==> config.mk <==
export PLATFORM = sky130hd
export DESIGN_NAME = fifo_rd_prefetch
export DESIGN_NICKNAME = d
export VERILOG_FILES = /design/src/rtl/fifo_pkg.sv /design/src/rtl/fifo_skid_buf.sv /design/src/rtl/fifo_rd_prefetch.sv
export SDC_FILE = /design/constraint.sdc
export NUM_CORES = 1
export LEC_CHECK = 0
export ABC_CLOCK_PERIOD_IN_PS = 3400
export CORE_ASPECT_RATIO = 0.75
export CORE_MARGIN = 4
export CORE_UTILIZATION = 49
export CTS_BUF_LIST = sky130_fd_sc_hd__clkbuf_2
export DETAILED_ROUTE_END_ITERATION = 10
export PLACE_DENSITY = 0.79
export SLEW_MARGIN = 20
export SYNTH_ARGS = -nofsm -noshare
export SYNTH_HDL_FRONTEND = slang
export SYNTH_SLANG_ARGS = --single-unit
==> constraint.sdc <==
create_clock -name rclk_i -period 3.4 [get_ports rclk_i]
set_clock_uncertainty 0.05 [all_clocks]
set_input_delay 0.68 -clock rclk_i [delete_from_list [all_inputs] [get_ports rclk_i]]
set_output_delay 0.68 -clock rclk_i [all_outputs]
set_load 0.01 [all_outputs]
==> src/rtl/fifo_pkg.sv <==
// Shared definitions for the FIFO read-side blocks: default widths, buffer
// depth limits, the data word type and a circular pointer helper.
package fifo_pkg;

    localparam int WIDTH_DEFAULT = 8;
    localparam int SKID_MIN      = 2;
    localparam int SKID_MAX      = 8;

    typedef logic [WIDTH_DEFAULT-1:0] fifo_data_t;

    // Advance a circular pointer over n entries, wrapping from n-1 back to 0.
    function automatic int wrap_inc(input int ptr, input int n);
        return (ptr == n - 1) ? 0 : ptr + 1;
    endfunction

endpackage

==> src/rtl/fifo_skid_buf.sv <==
// SKID-entry circular register buffer. Push writes at the tail, pop retires
// the head, flush empties it. The head word is visible combinationally so
// the stream side can present it without an extra register stage.
module fifo_skid_buf
    import fifo_pkg::*;
#(
    parameter int WIDTH = WIDTH_DEFAULT,
    parameter int SKID  = 2
) (
    input  logic                      clk,
    input  logic                      rst_n,
    input  logic                      flush,
    input  logic                      push,
    input  logic [WIDTH-1:0]          push_data,
    input  logic                      pop,
    output logic [WIDTH-1:0]          head_data,
    output logic [$clog2(SKID+1)-1:0] level,
    output logic                      full
);

    localparam int PW = $clog2(SKID);
    localparam int LW = $clog2(SKID + 1);

    logic [WIDTH-1:0] mem_reg [SKID];
    logic [PW-1:0]    wr_ptr_reg;
    logic [PW-1:0]    rd_ptr_reg;
    logic [LW-1:0]    level_reg;

    // Pointer and occupancy tracking; flush returns everything to the empty state
    always_ff @(posedge clk or negedge rst_n) begin
        if (!rst_n) begin
            wr_ptr_reg <= '0;
            rd_ptr_reg <= '0;
            level_reg  <= '0;
        end else if (flush) begin
            wr_ptr_reg <= '0;
            rd_ptr_reg <= '0;
            level_reg  <= '0;
        end else begin
            if (push) begin
                wr_ptr_reg <= PW'(wrap_inc(int'(wr_ptr_reg), SKID));
            end
            if (pop) begin
                rd_ptr_reg <= PW'(wrap_inc(int'(rd_ptr_reg), SKID));
            end
            if (push && !pop) begin
                level_reg <= level_reg + LW'(1);
            end else if (!push && pop) begin
                level_reg <= level_reg - LW'(1);
            end
        end
    end

    // Data storage; contents need no reset because level gates their visibility
    always_ff @(posedge clk) begin
        if (push && !flush) begin
            mem_reg[wr_ptr_reg] <= push_data;
        end
    end

    assign head_data = mem_reg[rd_ptr_reg];
    assign level     = level_reg;
    assign full      = (level_reg == LW'(SKID));

endmodule

==> src/rtl/fifo_rd_prefetch.sv <==
// Read-side output stage of the async FIFO. Issues FIFO reads only when a
// buffer slot is guaranteed for the returning word (buffered + in-flight
// accounting), presents the buffer head as a valid/ready stream and flags
// any return that finds the buffer full.
module fifo_rd_prefetch
    import fifo_pkg::*;
#(
    parameter int WIDTH  = WIDTH_DEFAULT,
    parameter int SKID   = 2,
    parameter int RD_LAT = 1
) (
    input  logic                      rclk_i,
    input  logic                      rst_i,
    input  logic                      flush_i,
    output logic                      fifo_rd_en_o,
    input  logic [WIDTH-1:0]          fifo_rdata_i,
    input  logic                      fifo_empty_i,
    output logic                      m_valid_o,
    input  logic                      m_ready_i,
    output logic [WIDTH-1:0]          m_data_o,
    output logic [$clog2(SKID+1)-1:0] level_o,
    output logic                      error_o
);

    localparam int LW = $clog2(SKID + 1);
    localparam int CW = LW + 1;

    logic             pop;
    logic             push;
    logic             ret_valid;
    logic             inflight;
    logic             full;
    logic             overrun;
    logic             error_reg;
    logic [CW-1:0]    committed;
    logic [LW-1:0]    level;
    logic [WIDTH-1:0] head_data;

    assign m_valid_o = (level != '0);
    assign pop       = m_valid_o && m_ready_i;

    // Slots already promised: buffered words plus reads still in flight, less
    // the word leaving this cycle.
    assign committed = {1'b0, level} + CW'(inflight) - CW'(pop);

    // The strobe is also held low while reset is asserted so the FIFO is never
    // read on behalf of a block that is about to lose the data.
    assign fifo_rd_en_o = rst_i && !fifo_empty_i && !flush_i && (committed < CW'(SKID));

    generate
        if (RD_LAT == 0) begin : g_lat0
            assign inflight  = 1'b0;
            assign ret_valid = fifo_rd_en_o;
        end else begin : g_lat1
            logic inflight_reg;

            // Track the single outstanding read; flush suppresses the strobe, so it also clears this
            always_ff @(posedge rclk_i or negedge rst_i) begin
                if (!rst_i) begin
                    inflight_reg <= 1'b0;
                end else begin
                    inflight_reg <= fifo_rd_en_o;
                end
            end

            assign inflight  = inflight_reg;
            assign ret_valid = inflight_reg;
        end
    endgenerate

    // A return during flush belongs to a pre-flush read and is dropped; a return
    // into a full buffer with no pop is a credit fault and is dropped as well.
    assign overrun = ret_valid && !flush_i && full && !pop;
    assign push    = ret_valid && !flush_i && !overrun;

    fifo_skid_buf #(
        .WIDTH (WIDTH),
        .SKID  (SKID)
    ) u_buf (
        .clk       (rclk_i),
        .rst_n     (rst_i),
        .flush     (flush_i),
        .push      (push),
        .push_data (fifo_rdata_i),
        .pop       (pop),
        .head_data (head_data),
        .level     (level),
        .full      (full)
    );

    // Sticky overrun flag; flush leaves it alone, only reset clears it
    always_ff @(posedge rclk_i or negedge rst_i) begin
        if (!rst_i) begin
            error_reg <= 1'b0;
        end else if (overrun) begin
            error_reg <= 1'b1;
        end
    end

    assign m_data_o = m_valid_o ? head_data : '0;
    assign level_o  = level;
    assign error_o  = error_reg;

endmodule
Yosys cells after proc, flatten, opt, wreduce, memory -nomap -nowiden
Memory sizes are Yosys's and may differ from the RTL's.
Index checks and enable logic that the tools add are counted.
Storage, ports and cells
  register bits after elaboration: 6
  memory bits (writable): 16
  bits of input ports: 13
  output and inout port bits: 13
  logic and storage cells: 46
  memories: 1
Operators by class
  add/subtract/negate cells: 6
  $lt $le $gt $ge: 1
  equality and inequality tests: 1
  muxes and demuxes: 12
  reduce and logical (&&, ||, !) cells: 20
Memories
  u_buf.mem_reg: depth 2, bits a word 8, read ports 1, clocked after memory_dff 0, wr ports 1, line fifo_skid_buf.sv:24  | logic [WIDTH-1:0] mem_reg [SKID];
Operators by type and width (number)
  $logic_and A1 B1 Y1: 11
  $mux W1: 8
  $mux W8: 1
  $mux W2: 3
  $reduce_bool A2 Y1: 3
  $logic_not A1 Y1: 5
  $add A2 B1 Y3: 1
  $lt A3 B2 Y1 const B: 1
  $reduce_bool A3 Y1: 1
  $sub A3 B1 Y3: 1
  $add A1 B1 Y1 const B: 2
  $add A2 B1 Y2 const B: 1
  $eq A2 B2 Y1 const B: 1
  $sub A2 B1 Y2 const B: 1

Depth between registers and ports, before layout
Gate-level depths: netlist of the first run.
  depth after elaboration: 11
  depth in mapped cells: 8

By module
Synthesis of the first run repeated with hierarchy kept, for this count alone.
Unflattened totals
  cells, all modules: 70
  area total of the unflattened synthesis: 999.7 µm²
Modules (own cells, without submodules)
  fifo_skid_buf: instances 1, cells each 45, area an instance 792.0 µm²
  fifo_rd_prefetch: instances 1, cells each 25, area an instance 207.7 µm²

Worst setup path after synthesis of the first run
Ideal clock, no wire load.
  kind: input port to output port
  from: input port m_ready_i
  to: output port fifo_rd_en_o
  data arrival time: 2214 ps
  slack: 456 ps
  stages: 7
  buffers on the path: 0
  cells stage by stage: o21ai_1 -> inv_1 -> ha_1 -> nand2b_1 -> fa_1 -> nand2_1 -> nor4_1
On the way
  cells in the longest elaborated chain, start to end: 4
RTL lines
  from (decl): line fifo_rd_prefetch.sv:19  | input logic m_ready_i,
  $logic_and A1 B1 Y1: line fifo_rd_prefetch.sv:40  | assign pop = m_valid_o && m_ready_i;
  $sub A3 B1 Y3: line fifo_rd_prefetch.sv:44  | assign committed = {1'b0, level} + CW'(inflight) - CW'(pop);
  $lt A3 B2 Y1: line fifo_rd_prefetch.sv:48  | assign fifo_rd_en_o = rst_i && !fifo_empty_i && !flush_i && (committed < CW'(SKID));
  $logic_and A1 B1 Y1: line fifo_rd_prefetch.sv:48
  to (decl): line fifo_rd_prefetch.sv:15  | output logic fifo_rd_en_o,
Every way passes these cells.

Worst setup path after layout of the first run
Same ends and word-level chain as after synthesis.

==> results of run 1 <==
==> cells in the final DEF, fill, tap and decap left out, drive strengths merged <==
| cell | synthesis | routed |
|---|---|---|
| a2111oi | 1 | 1 |
| a21oi | 1 | 1 |
| a221oi | 1 | 1 |
| a31o | 1 | 1 |
| and3 | 1 | 1 |
| buf | 2 | 9 |
| bufinv | 0 | 1 |
| clkbuf | 0 | 3 |
| clkdlybuf4s50 | 0 | 23 |
| dfrtp | 6 | 6 |
| dlygate4sd2 | 0 | 1 |
| edfxtp | 16 | 16 |
| fa | 1 | 1 |
| ha | 1 | 1 |
| inv | 6 | 6 |
| mux2i | 8 | 8 |
| nand2 | 1 | 1 |
| nand2b | 2 | 2 |
| nand3 | 1 | 1 |
| nor2 | 12 | 12 |
| nor2b | 1 | 1 |
| nor3b | 1 | 1 |
| nor4 | 2 | 2 |
| nor4b | 1 | 1 |
| o211ai | 1 | 1 |
| o21ai | 2 | 2 |
| xor2 | 2 | 2 |
==> stage by stage <==
stage          area (sq um)  hold slack (ps)  TNS (ps)  instances  util (%)
2_1_floorplan           996              334         0         71         -
3_3_place_gp           1320              411      -415        123      72.3
3_5_place_dp           1320              410      -509        123      72.3
4_1_cts                1370              455         0        127      75.3
5_1_grt                1390              487         0        128      76.3
6_report               1390              457         0        128      76.3
==> logic make-up (layout without fill, tap and decap cells) <==
| family | count (synthesis) | in the layout | synth area share [%] |
|---|---|---|---|
| DFF | 22 | 22 | 63.3 |
| and+or+nand+nor | 22 | 22 | 12.9 |
| muxes | 8 | 8 | 8.04 |
| AOI/OAI and AO/OA | 7 | 7 | 6.78 |
| buffers and inverters | 8 | 43 | 3.89 |
| adders and majority gates | 2 | 2 | 3.27 |
| xor gates and xnor gates | 2 | 2 | 1.76 |
==> report_power, final <==
group          switching, mW  internal, mW
sequential           0.00467         0.293
combinational         0.0234        0.0303
clock                 0.0782         0.101
total                  0.106         0.425
==> worst max path at each step <==
| stage | startpoint | to | slack [ps] | cells past startpoint |
|---|---|---|---|---|
| floorplan | m_ready_i | fifo_rd_en_o | 460 | 7 |
| global placement | m_ready_i | fifo_rd_en_o | -410 | 9 |
| detailed placement | m_ready_i | fifo_rd_en_o | -510 | 9 |
| CTS | u_buf.level[0]$_DFFE_PN0P_ | fifo_rd_en_o | 70 | 8 |
| global route | u_buf.level[0]$_DFFE_PN0P_ | fifo_rd_en_o | 30 | 8 |
| finish | m_ready_i | fifo_rd_en_o | 190 | 9 |
==> critical path: stages <==
cell	delay, ps
dlygate4sd2_1	250
o21ai_2	70
inv_1	60
ha_1	270
nand2b_4	150
fa_1	530
nand2_1	90
nor4_4	220
buf_2	170
==> repair_timing <==
| action | in CTS | in global routing |
|---|---|---|
| hold buffers | 0 | 0 |
| pin swaps | 2 | 1 |
| endpoints found under the setup margin | 1 | 1 |
| resized for setup | 8 | 2 |
| cloned | 0 | 0 |
| buffers inserted | 0 | 1 |
==> layer usage <==
layer  vias to the layer above  wire (um)
met5                         -          0
met4                         0         30
met3                         5        119
met2                        22       1040
met1                       319        835
li1                        326          -
==> area by class of cell <==
type                       instances  area [sq um]
clock buffer                       3          15.0
clock inverter                     1          30.0
fill                             128           432
inverter                           6          22.5
multi-input combinational         41           359
sequential                        22           632
tap                               22          27.5
timing repair buffer              33           304
==> impl_results.md, run 1 <==
- Status: finished clean
- Hold Violations, Final: 0
- Max_slew headroom: between 30% and 40%
- Syn-to-layout area delta: 39.6%
- Final Max Slew Viols: 0
- Yosys cell types: 27
- Vias per std cell: 5.25
- Gr ovfl total: 0
- Synthesized Nets: between 80 and 90
- IO Port Bufs: 25
- Syn avg cell area: around 14 sq um
- # diodes: 0
- FF+latch count, synth: 22
- Highest Clock Rate: 311 MHz
- Commonest cells in the netlist: edfxtp_1, nor2_1, mux2i_1, dfrtp_1, inv_1
- Vias in the first global route: around 660
- Critical path peak fanout: 2
- Clk pin slew, worst setup/hold paths: 190 ps
- Most frequent cell after synthesis: edfxtp_1
- Synth top area cells: edfxtp_1, dfrtp_1, mux2i_1
- Period utilisation layout: 94.4%
- Clock Tree Root: clkbuf_2
- All-Layer GR Usage: 17.2%
- Min-Delay Path Depth: 1
- Arrival time at the worst endpoint: between 2000 and 2500 ps
- Num ports: 26
- RR Endpoint: g_lat1.inflight_reg$_DFF_PN0_
- Die height: around 47 um
- Worst r2r path cells: 7
- Maxcap violations: 0
- Fin worst setup slack: about 190 ps
- Total Power: about 0.53 mW
- EDFF count, synth: 16
- Hold EP: error_o$_DFFE_PN0P_
- Crit. End Element: primary output
- CTS tree: done
- Fraction of layout cells with a size suffix above 1: between 20% and 30%
- Lkg Pwr: approximately 0.53 nW
- Pre-CTS WS: -509 ps
- Slew @ Worst Pin: 981 ps
- Reg-to-reg startpoint: u_buf.level[0]$_DFFE_PN0P_
- Met3 Usage GRT: 5.22%
- Mapped Cells: between 70 and 80
- Top FF cell, synth: edfxtp_1
- Hold Crit Class: reg2reg
- Crit path time final: ~3200 ps
- RSZ-0062 raised after global routing: no
- Drt drc: 0
- Worst-Skew Late Latency: 330 ps
- Largest net degree at the start of global routing: 14
- Final wirelength: 2020 um
- Max reg flops: 16
- Worst Hold Launch: error_o$_DFFE_PN0P_
- Gr busiest metal: met2
- Grt met1 use: between 20% and 30%
- Sink Count: 22
- First-pass GRT wire length: roughly 3200 um
- Site Rows: 13
- Initial antenna violation count: 0
- Fin nets: 122
- Via count: roughly 670
- Synth warnings: 0
- Post-DP HPWL: ~1500 um
- H-tree depth: 1
- Post-synth top area share: approximately half
- Met2 Usage GRT: 29.5%
- Pwr dens: ~380 nW/um^2
- Die Footprint: roughly 2800 sq um
- Mapped cell area: ~1000 sq um
- TritonCTS Buffers: 3
- DRT iter0 DRCs: 13
- Iteration count of the initial detailed-routing pass: 4
- Core Area: around 1800 sq um
- Gpl congestion: 0.740
- ANT nets after route: 0
- Area leader, netlist: edfxtp_1
- Max rail drop VDD: 0.383 mV
- FF-to-FF setup slack: ~1300 ps
- Clock buffer depth: 2
- Starting Density: between 50 and 60%
- Register area share after synthesis: around 63%
- CP Launch Type: input port
- Asr flop ratio synth: 27.3%
- CP Class: in2out
- CP Data Required Time: 2670 ps
- DR WL/cell: ~16 um
- Die W: roughly 60 um
- # setup viols final: 0
Note: power is estimated with default switching activity, not from simulation.
==> run 2: changes to the inputs <==
CORE_MARGIN = 10   (was 4)
==> run 2 against run 1 <==
Effect of this change: non-clock buffer count grew 2; final cell count grew 2.3%; largest cell class unchanged; die area grew 51%; combinational power shrank 0.7%; critical path type unchanged; worst hold slack gained 15 ps.
==> impl_results.md, run 2 (synthesis gave the netlist of run 1 again) <==
- ANT nets after route: 0 (unchanged)
- DR WL/cell: 16.4 um (+3.8%)
- Hold Slack: 471 ps (+14.6 ps)
- Starting Density: 50.8% (-3.9 points)
- Fin nets: 124 (+1.6%)
- Most frequent cells in the layout: clkdlybuf4s50_1, edfxtp_1, nor2_1
- Vias per std cell: 5.18 (-1.4%)
- Final wirelength: 2150 um (+6.2%)
- # setup viols final: 0 (unchanged)
- Largest net degree at the start of global routing: 12 (-2)
- DRT iter0 DRCs: 13 (unchanged)
- Vias in the first global route: 711 (+7.9%)
- Switching pwr: 0.0966 mW (-9.1%)
- CP Launch Type: input port
- Num ports: 26 (unchanged)
- Die W: 72.1 um (+20%)
- Gpl congestion: 0.781 (+5.5%)
- Switching part of the total: 21.7% (+1.7 points)
- Crit-path slowest cell: fa_1
- Syn-to-layout area delta: 37.4%
- Clock power frac: 21.0% (-13 points)
- Crit path time final: 3340 ps (+131 ps)
- CP Class: in2out
- Die height: 59.0 um (+26%)
- Clock Tree Root: clkbuf_2
- Die Footprint: 4250 sq um (+51%)
- Core Area: 1960 sq um (+7.7%)
- All-Layer GR Usage: 10.9% (-6.2 points)
- Final Max Slew Viols: 0 (unchanged)
- Clock buffer depth: 2 (unchanged)
- Pwr dens: 325 nW/um^2 (-15%)
- TritonCTS Buffers: 3 (unchanged)
- Fraction of layout cells with a size suffix above 1: 23.4% (+0.72 points)
- Critical path peak fanout: 2 (unchanged)
- Fin worst setup slack: 57.9 ps (-131 ps)
- Iteration count of the initial detailed-routing pass: 4 (unchanged)
- Lkg Pwr: 0.523 nW (-0.80%)
- Max reg flops: 16 (unchanged)
- H-tree depth: 1 (unchanged)
- Period utilisation layout: 98.3% (+3.9 points)
- Sink Count: 22 (unchanged)
- IO Port Bufs: 25 (unchanged)
- Initial antenna violation count: 0 (unchanged)
- Clk pin slew, worst setup/hold paths: 180 ps (about the same)
- Site Rows: 14 (+1)
- Highest Clock Rate: 299 MHz (-3.9%)
- Maxcap violations: 0 (unchanged)
- Slew @ Worst Pin: 1020 ps (+42.1 ps)
- Crit. End Element: primary output
- Pre-CTS WS: -529 ps (-19.9 ps)
- Int Pwr: 0.348 mW (-18%)
- CP max stage delay: 420 ps (-110 ps)
- Drt drc: 0 (unchanged)
- # diodes: 0 (unchanged)
- Final core occ: 69.8% (-6.5 points)
- Via count: 678 (+0.89%)
- First-pass GRT wire length: 3520 um (+8.3%)
- Placement Cell Area: 1320 sq um (+0.19%)
- Fillcell total: 160 (+25%)
- Hold Violations, Final: 0 (unchanged)
- Reg power frac: 67.0% (+11 points)
- Max rail drop VDD: 0.245 mV (-36%)
- Max_slew headroom: 31.2% (-2.8 points)
- Commonest non-fill, non-tap cell in the layout: clkdlybuf4s50_1
- Crit-path cells: dlygate4sd2_1 -> o21ai_2 -> inv_1 -> ha_1 -> nand2b_4 -> fa_1 -> xor2_1 -> nor4_2 -> buf_2
- Worst-Skew Late Latency: 310 ps (-20 ps)
- Final instance area: 1370 sq um (-1.5%)
- Hold Crit Class: reg2reg
- Post-DP HPWL: 1580 um (+5.2%)
- Status: finished clean
- Gr ovfl total: 0 (unchanged)
- CTS tree: done
- Combinational power share: 12.0% (+1.9 points)
- Arrival time at the worst endpoint: 2610 ps (+130 ps)
- CP Data Required Time: 2670 ps (about the same)
## run 2: cell types whose count changed in the layout (fill, tap and decap cells not counted)
| cell | previous run | this run |
|---|---|---|
| bufinv_16 | 1 | 0 |
| nor4_2 | 1 | 2 |
| buf_4 | 8 | 10 |
| nor4_4 | 1 | 0 |
## run 2: what timing repair did
action,4_1_cts,5_1_grt
resized for setup,8,1
endpoints found under the hold margin,0,0
hold buffers,0,0
pin swaps,2,1
setup endpoints to repair,1,1
setup buffers,0,3
## run 2: per-layer routing
metal / up-vias / share of wire, % / track usage [%]
li1: 327 / - / -
met1: 329 / 38 / 11.2
met2: 20 / 54 / 18.8
met3: 2 / 6.8 / 5.53
met4: 0 / 0.88 / 4.13
met5: - / 0 / 0
## run 2: power by group through the flow
stage	registers, mW	logic, mW	clock network (mW)
floorplan	0.301	0.0173	0
global placement	0.303	0.0488	0
detailed placement	0.303	0.0504	0
CTS	0.298	0.0513	0.0999
global route	0.299	0.0580	0.112
finish	0.298	0.0533	0.0934
## run 2: through the flow
| step | setup TNS, ps | cells | total power [mW] |
|---|---|---|---|
| global placement | -405 | 125 | 0.352 |
| floorplan | 0 | 71 | 0.319 |
| finish | 0 | 131 | 0.444 |
| CTS | 0 | 128 | 0.449 |
| detailed placement | -529 | 125 | 0.353 |
| global route | -38.0 | 131 | 0.469 |
## run 2: final cells by class
cell class	instances	area (sq um)	share of cell area [%]
sequential	22	632	46.2
multi-input combinational	41	350	25.6
timing repair buffer	35	319	23.3
tap	24	30.0	2.19
inverter	6	22.5	1.65
clock buffer	3	15.0	1.10
## run 2: worst max-delay path, delay by kind of cell
kind / cells / cell delay (ps)
xor+xnor: 1 / 160
fa+ha+maj: 2 / 690
buf+inv: 3 / 520
compound gates: 1 / 80
simple gates: 2 / 490
## run 2: worst paths after layout
| kind | from | cells past startpoint | slack [ps] | end |
|---|---|---|---|---|
| worst max-delay path | m_ready_i | 9 | 60 | fifo_rd_en_o |
| worst min-delay path | error_o$_DFFE_PN0P_ | 1 | 470 | error_o$_DFFE_PN0P_ |
| worst max register to register | u_buf.level[0]$_DFFE_PN0P_ | 8 | 1100 | g_lat1.inflight_reg$_DFF_PN0_ |
| worst min register to register | error_o$_DFFE_PN0P_ | 1 | 470 | error_o$_DFFE_PN0P_ |
| max in group asynchronous | rst_i | 2 | 2570 | u_buf.level[0]$_DFFE_PN0P_ |
| min in group asynchronous | rst_i | 2 | 580 | g_lat1.inflight_reg$_DFF_PN0_ |
==> run 3: changes to the inputs <==
ABC_AREA = 1   (was default)
PLACE_DENSITY = 0.8   (was 0.79)
==> run 3 against run 2 <==
Effect of this change: die area shrank 1.0%; clock-buffer cell count is the same; global-route usage grew 0.41 points; worst hold slack lost 25 ps; combinational power grew to 5.6 times the previous value; non-clock buffer count shrank 4; register-to-register slack lost 30 ps; final area shrank 0.91%; total power grew 81%; final cell count grew 15%; sequential share of layout area grew 0.43 points; largest power group unchanged.
==> impl_results.md, run 3 <==
- Die height: 58.8 um (-0.50%)
- CP Data Required Time: 2670 ps (about the same)
- CP max stage delay: 510 ps (+90 ps)
- Yosys cell types: 20 (-26%)
- All-Layer GR Usage: 11.4% (+0.41 points)
- Max rail drop VDD: 0.599 mV (+140%)
- Vias in the first global route: 808 (+14%)
- Top FF cell, synth: edfxtp_1
- Final wirelength: 2440 um (+13%)
- Switching pwr: 0.258 mW (+170%)
- Commonest cells in the netlist: nand2_1, edfxtp_1, a21oi_1, inv_1, dfrtp_1
- FF-to-FF setup slack: 1070 ps (-30 ps)
- Mapped cell area: 981 sq um (-1.5%)
- Crit path time final: 3380 ps (+38.3 ps)
- CP Launch Type: input port
- Num ports: 26 (unchanged)
- Mapped Cells: 94 (+32%)
- Synth warnings: 0 (unchanged)
- Most frequent cells in the layout: nand2_1, clkdlybuf4s50_1, edfxtp_1
- Area leader, netlist: edfxtp_1
- Period utilisation layout: 99.4% (+1.1 points)
- # diodes: 0 (unchanged)
- Final Max Slew Viols: 0 (unchanged)
- Final Non-Filler Cells: 150 (+15%)
- Via count: 794 (+17%)
- DRT iter0 DRCs: 66 (+53)
- Status: finished clean
- Clock buffer depth: 2 (unchanged)
- Worst-Skew Late Latency: 330 ps (+20 ps)
- Post-synth top area share: 49.0% (+0.74 points)
- # setup viols final: 0 (unchanged)
- Pwr dens: 595 nW/um^2 (+83%)
- Reg power frac: 40.4% (-27 points)
- Hold Violations, Final: 0 (unchanged)
- Most frequent cell after synthesis: nand2_1
- Final core occ: 74.5% (+4.7 points)
- Vias per std cell: 5.29 (+2.3%)
- Syn avg cell area: 10.4 sq um (-26%)
- Drt drc: 0 (unchanged)
- Clock Tree Root: clkbuf_2
- Largest net degree at the start of global routing: 14 (+2)
- Max reg flops: 16 (unchanged)
- IO Port Bufs: 25 (unchanged)
- H-tree depth: 1 (unchanged)
- Site Rows: 13 (-1)
- First-pass GRT wire length: 3790 um (+7.6%)
- Starting Density: 53.8% (+3.1 points)
- Post-Place Cells: 145 (+16%)
- Die Footprint: 4210 sq um (-1.0%)
- EDFF count, synth: 16 (unchanged)
- Lkg Pwr: 0.560 nW (+7.0%)
- ANT nets after route: 0 (unchanged)
- Initial antenna violation count: 0 (unchanged)
- Crit. End Element: primary output
- Hold Crit Class: reg2reg
- Switching part of the total: 32.0% (+10 points)
- Highest Clock Rate: 296 MHz (-1.1%)
- Setup TNS: 0 ps (unchanged)
- Clk pin slew, worst setup/hold paths: 200 ps (+20 ps)
- Sink Count: 22 (unchanged)
- Top Family by Delay on Critical Path: adder cells
- CP Class: in2out
- TritonCTS Buffers: 3 (unchanged)
- Gr ovfl total: 0 (unchanged)
- Combinational power share: 37.1% (+25 points)
- Crit-path cells: dlygate4sd2_1 -> inv_2 -> nor2_2 -> ha_1 -> or2_4 -> fa_1 -> nand2_1 -> nor4_4 -> buf_2
- Iteration count of the initial detailed-routing pass: 5 (+1)
- Synth top area cells: edfxtp_1, dfrtp_1, nand2_1
- Register area share after synthesis: 64.3% (+0.97 points)
- Crit-path slowest cell: fa_1
- Arrival time at the worst endpoint: 2650 ps (+40 ps)
- Synthesized Nets: 109 (+27%)
- Commonest non-fill, non-tap cell in the layout: nand2_1
- Int Pwr: 0.548 mW (+58%)
- Die W: 71.7 um (-0.55%)
- Fraction of layout cells with a size suffix above 1: 14.1% (-9.3 points)
- Asr flop ratio synth: 27.3% (unchanged)
- Syn-to-layout area delta: 38.3%
- Core Area: 1820 sq um (-7.1%)
- Worst Path Buf+Inv: 3 (unchanged)
- Post-DP HPWL: 1730 um (+9.8%)
- FF+latch count, synth: 22 (unchanged)
- Critical path peak fanout: 2 (unchanged)
- Gpl congestion: 0.863 (+11%)
- DR WL/cell: 16.2 um (-1.0%)
- Clock power frac: 22.5% (+1.5 points)
- Maxcap violations: 0 (unchanged)
- Max_slew headroom: 53.8% (+23 points)
- CTS tree: done
- Slew @ Worst Pin: 691 ps (-332 ps)
- Total Power: 0.806 mW (+81%)
- Fin nets: 144 (+16%)
[run 3: timing repair]
item	in CTS	in global routing
hold endpoints to repair	0	0
resized for setup	8	2
pin swaps	4	2
hold buffers	0	0
buffers inserted	0	1
endpoints found under the setup margin	1	1
[run 3: kinds of logic after synthesis]
family | Yosys count | synth area share, %
fa+ha+maj | 2 | 3.32
flops | 22 | 64.3
buf+inv | 12 | 4.72
xor+xnor | 1 | 0.893
simple gates | 42 | 19.1
compound gates | 15 | 7.65
[run 3: path summary, 6_finish.rpt]
check	cells after the start	startpoint	to
setup / recovery	9	m_ready_i	fifo_rd_en_o
hold / removal	2	error_o$_DFFE_PN0P_	error_o$_DFFE_PN0P_
setup reg to reg	8	u_buf.level[0]$_DFFE_PN0P_	g_lat1.inflight_reg$_DFF_PN0_
hold reg to reg	2	error_o$_DFFE_PN0P_	error_o$_DFFE_PN0P_
max in group asynchronous	2	rst_i	u_buf.level[0]$_DFFE_PN0P_
min in group asynchronous	2	rst_i	g_lat1.inflight_reg$_DFF_PN0_
[run 3: power by group through the flow]
stage	Clock [mW]	Sequential, mW	Combinational [mW]
6_report	0.181	0.326	0.299
5_1_grt	0.193	0.330	0.328
4_1_cts	0.180	0.325	0.287
3_5_place_dp	0	0.331	0.281
3_3_place_gp	0	0.329	0.273
2_1_floorplan	0	0.332	0.129
[run 3: worst reg2reg max path: cells and delay by family, from the launching register on]
kind	cells	cell delay [ps]
flip-flops	1	490
buffers and inverters	1	160
adder cells (fa/ha/maj)	2	790
AND/OR/NAND/NOR	5	830
[run 3: cell type report]
| cell class | count | area, sq um |
|---|---|---|
| clock buffers | 3 | 15.0 |
| clock inverters | 1 | 30.0 |
| fillers | 131 | 465 |
| inverters | 11 | 41.3 |
| multi-input cells | 60 | 322 |
| flip-flops and latches | 22 | 632 |
| well taps | 22 | 27.5 |
| repair buffers | 31 | 289 |
[run 3: through the flow]
step,hold slack [ps],setup WS (ps),area (sq um)
after global routing,482,-87.2,1360
after floorplan,334,322,981
final,447,19.6,1360
after detailed placement,411,-683,1290
after global placement,401,-594,1290
after CTS,452,48.8,1340
[run 3: routing by layer]
metal	vias up	track usage (%)	routed length [um]
li1	381	-	-
met1	370	13.1	912
met2	41	19.8	1260
met3	2	5.03	247
met4	0	0.826	19
met5	-	0	0
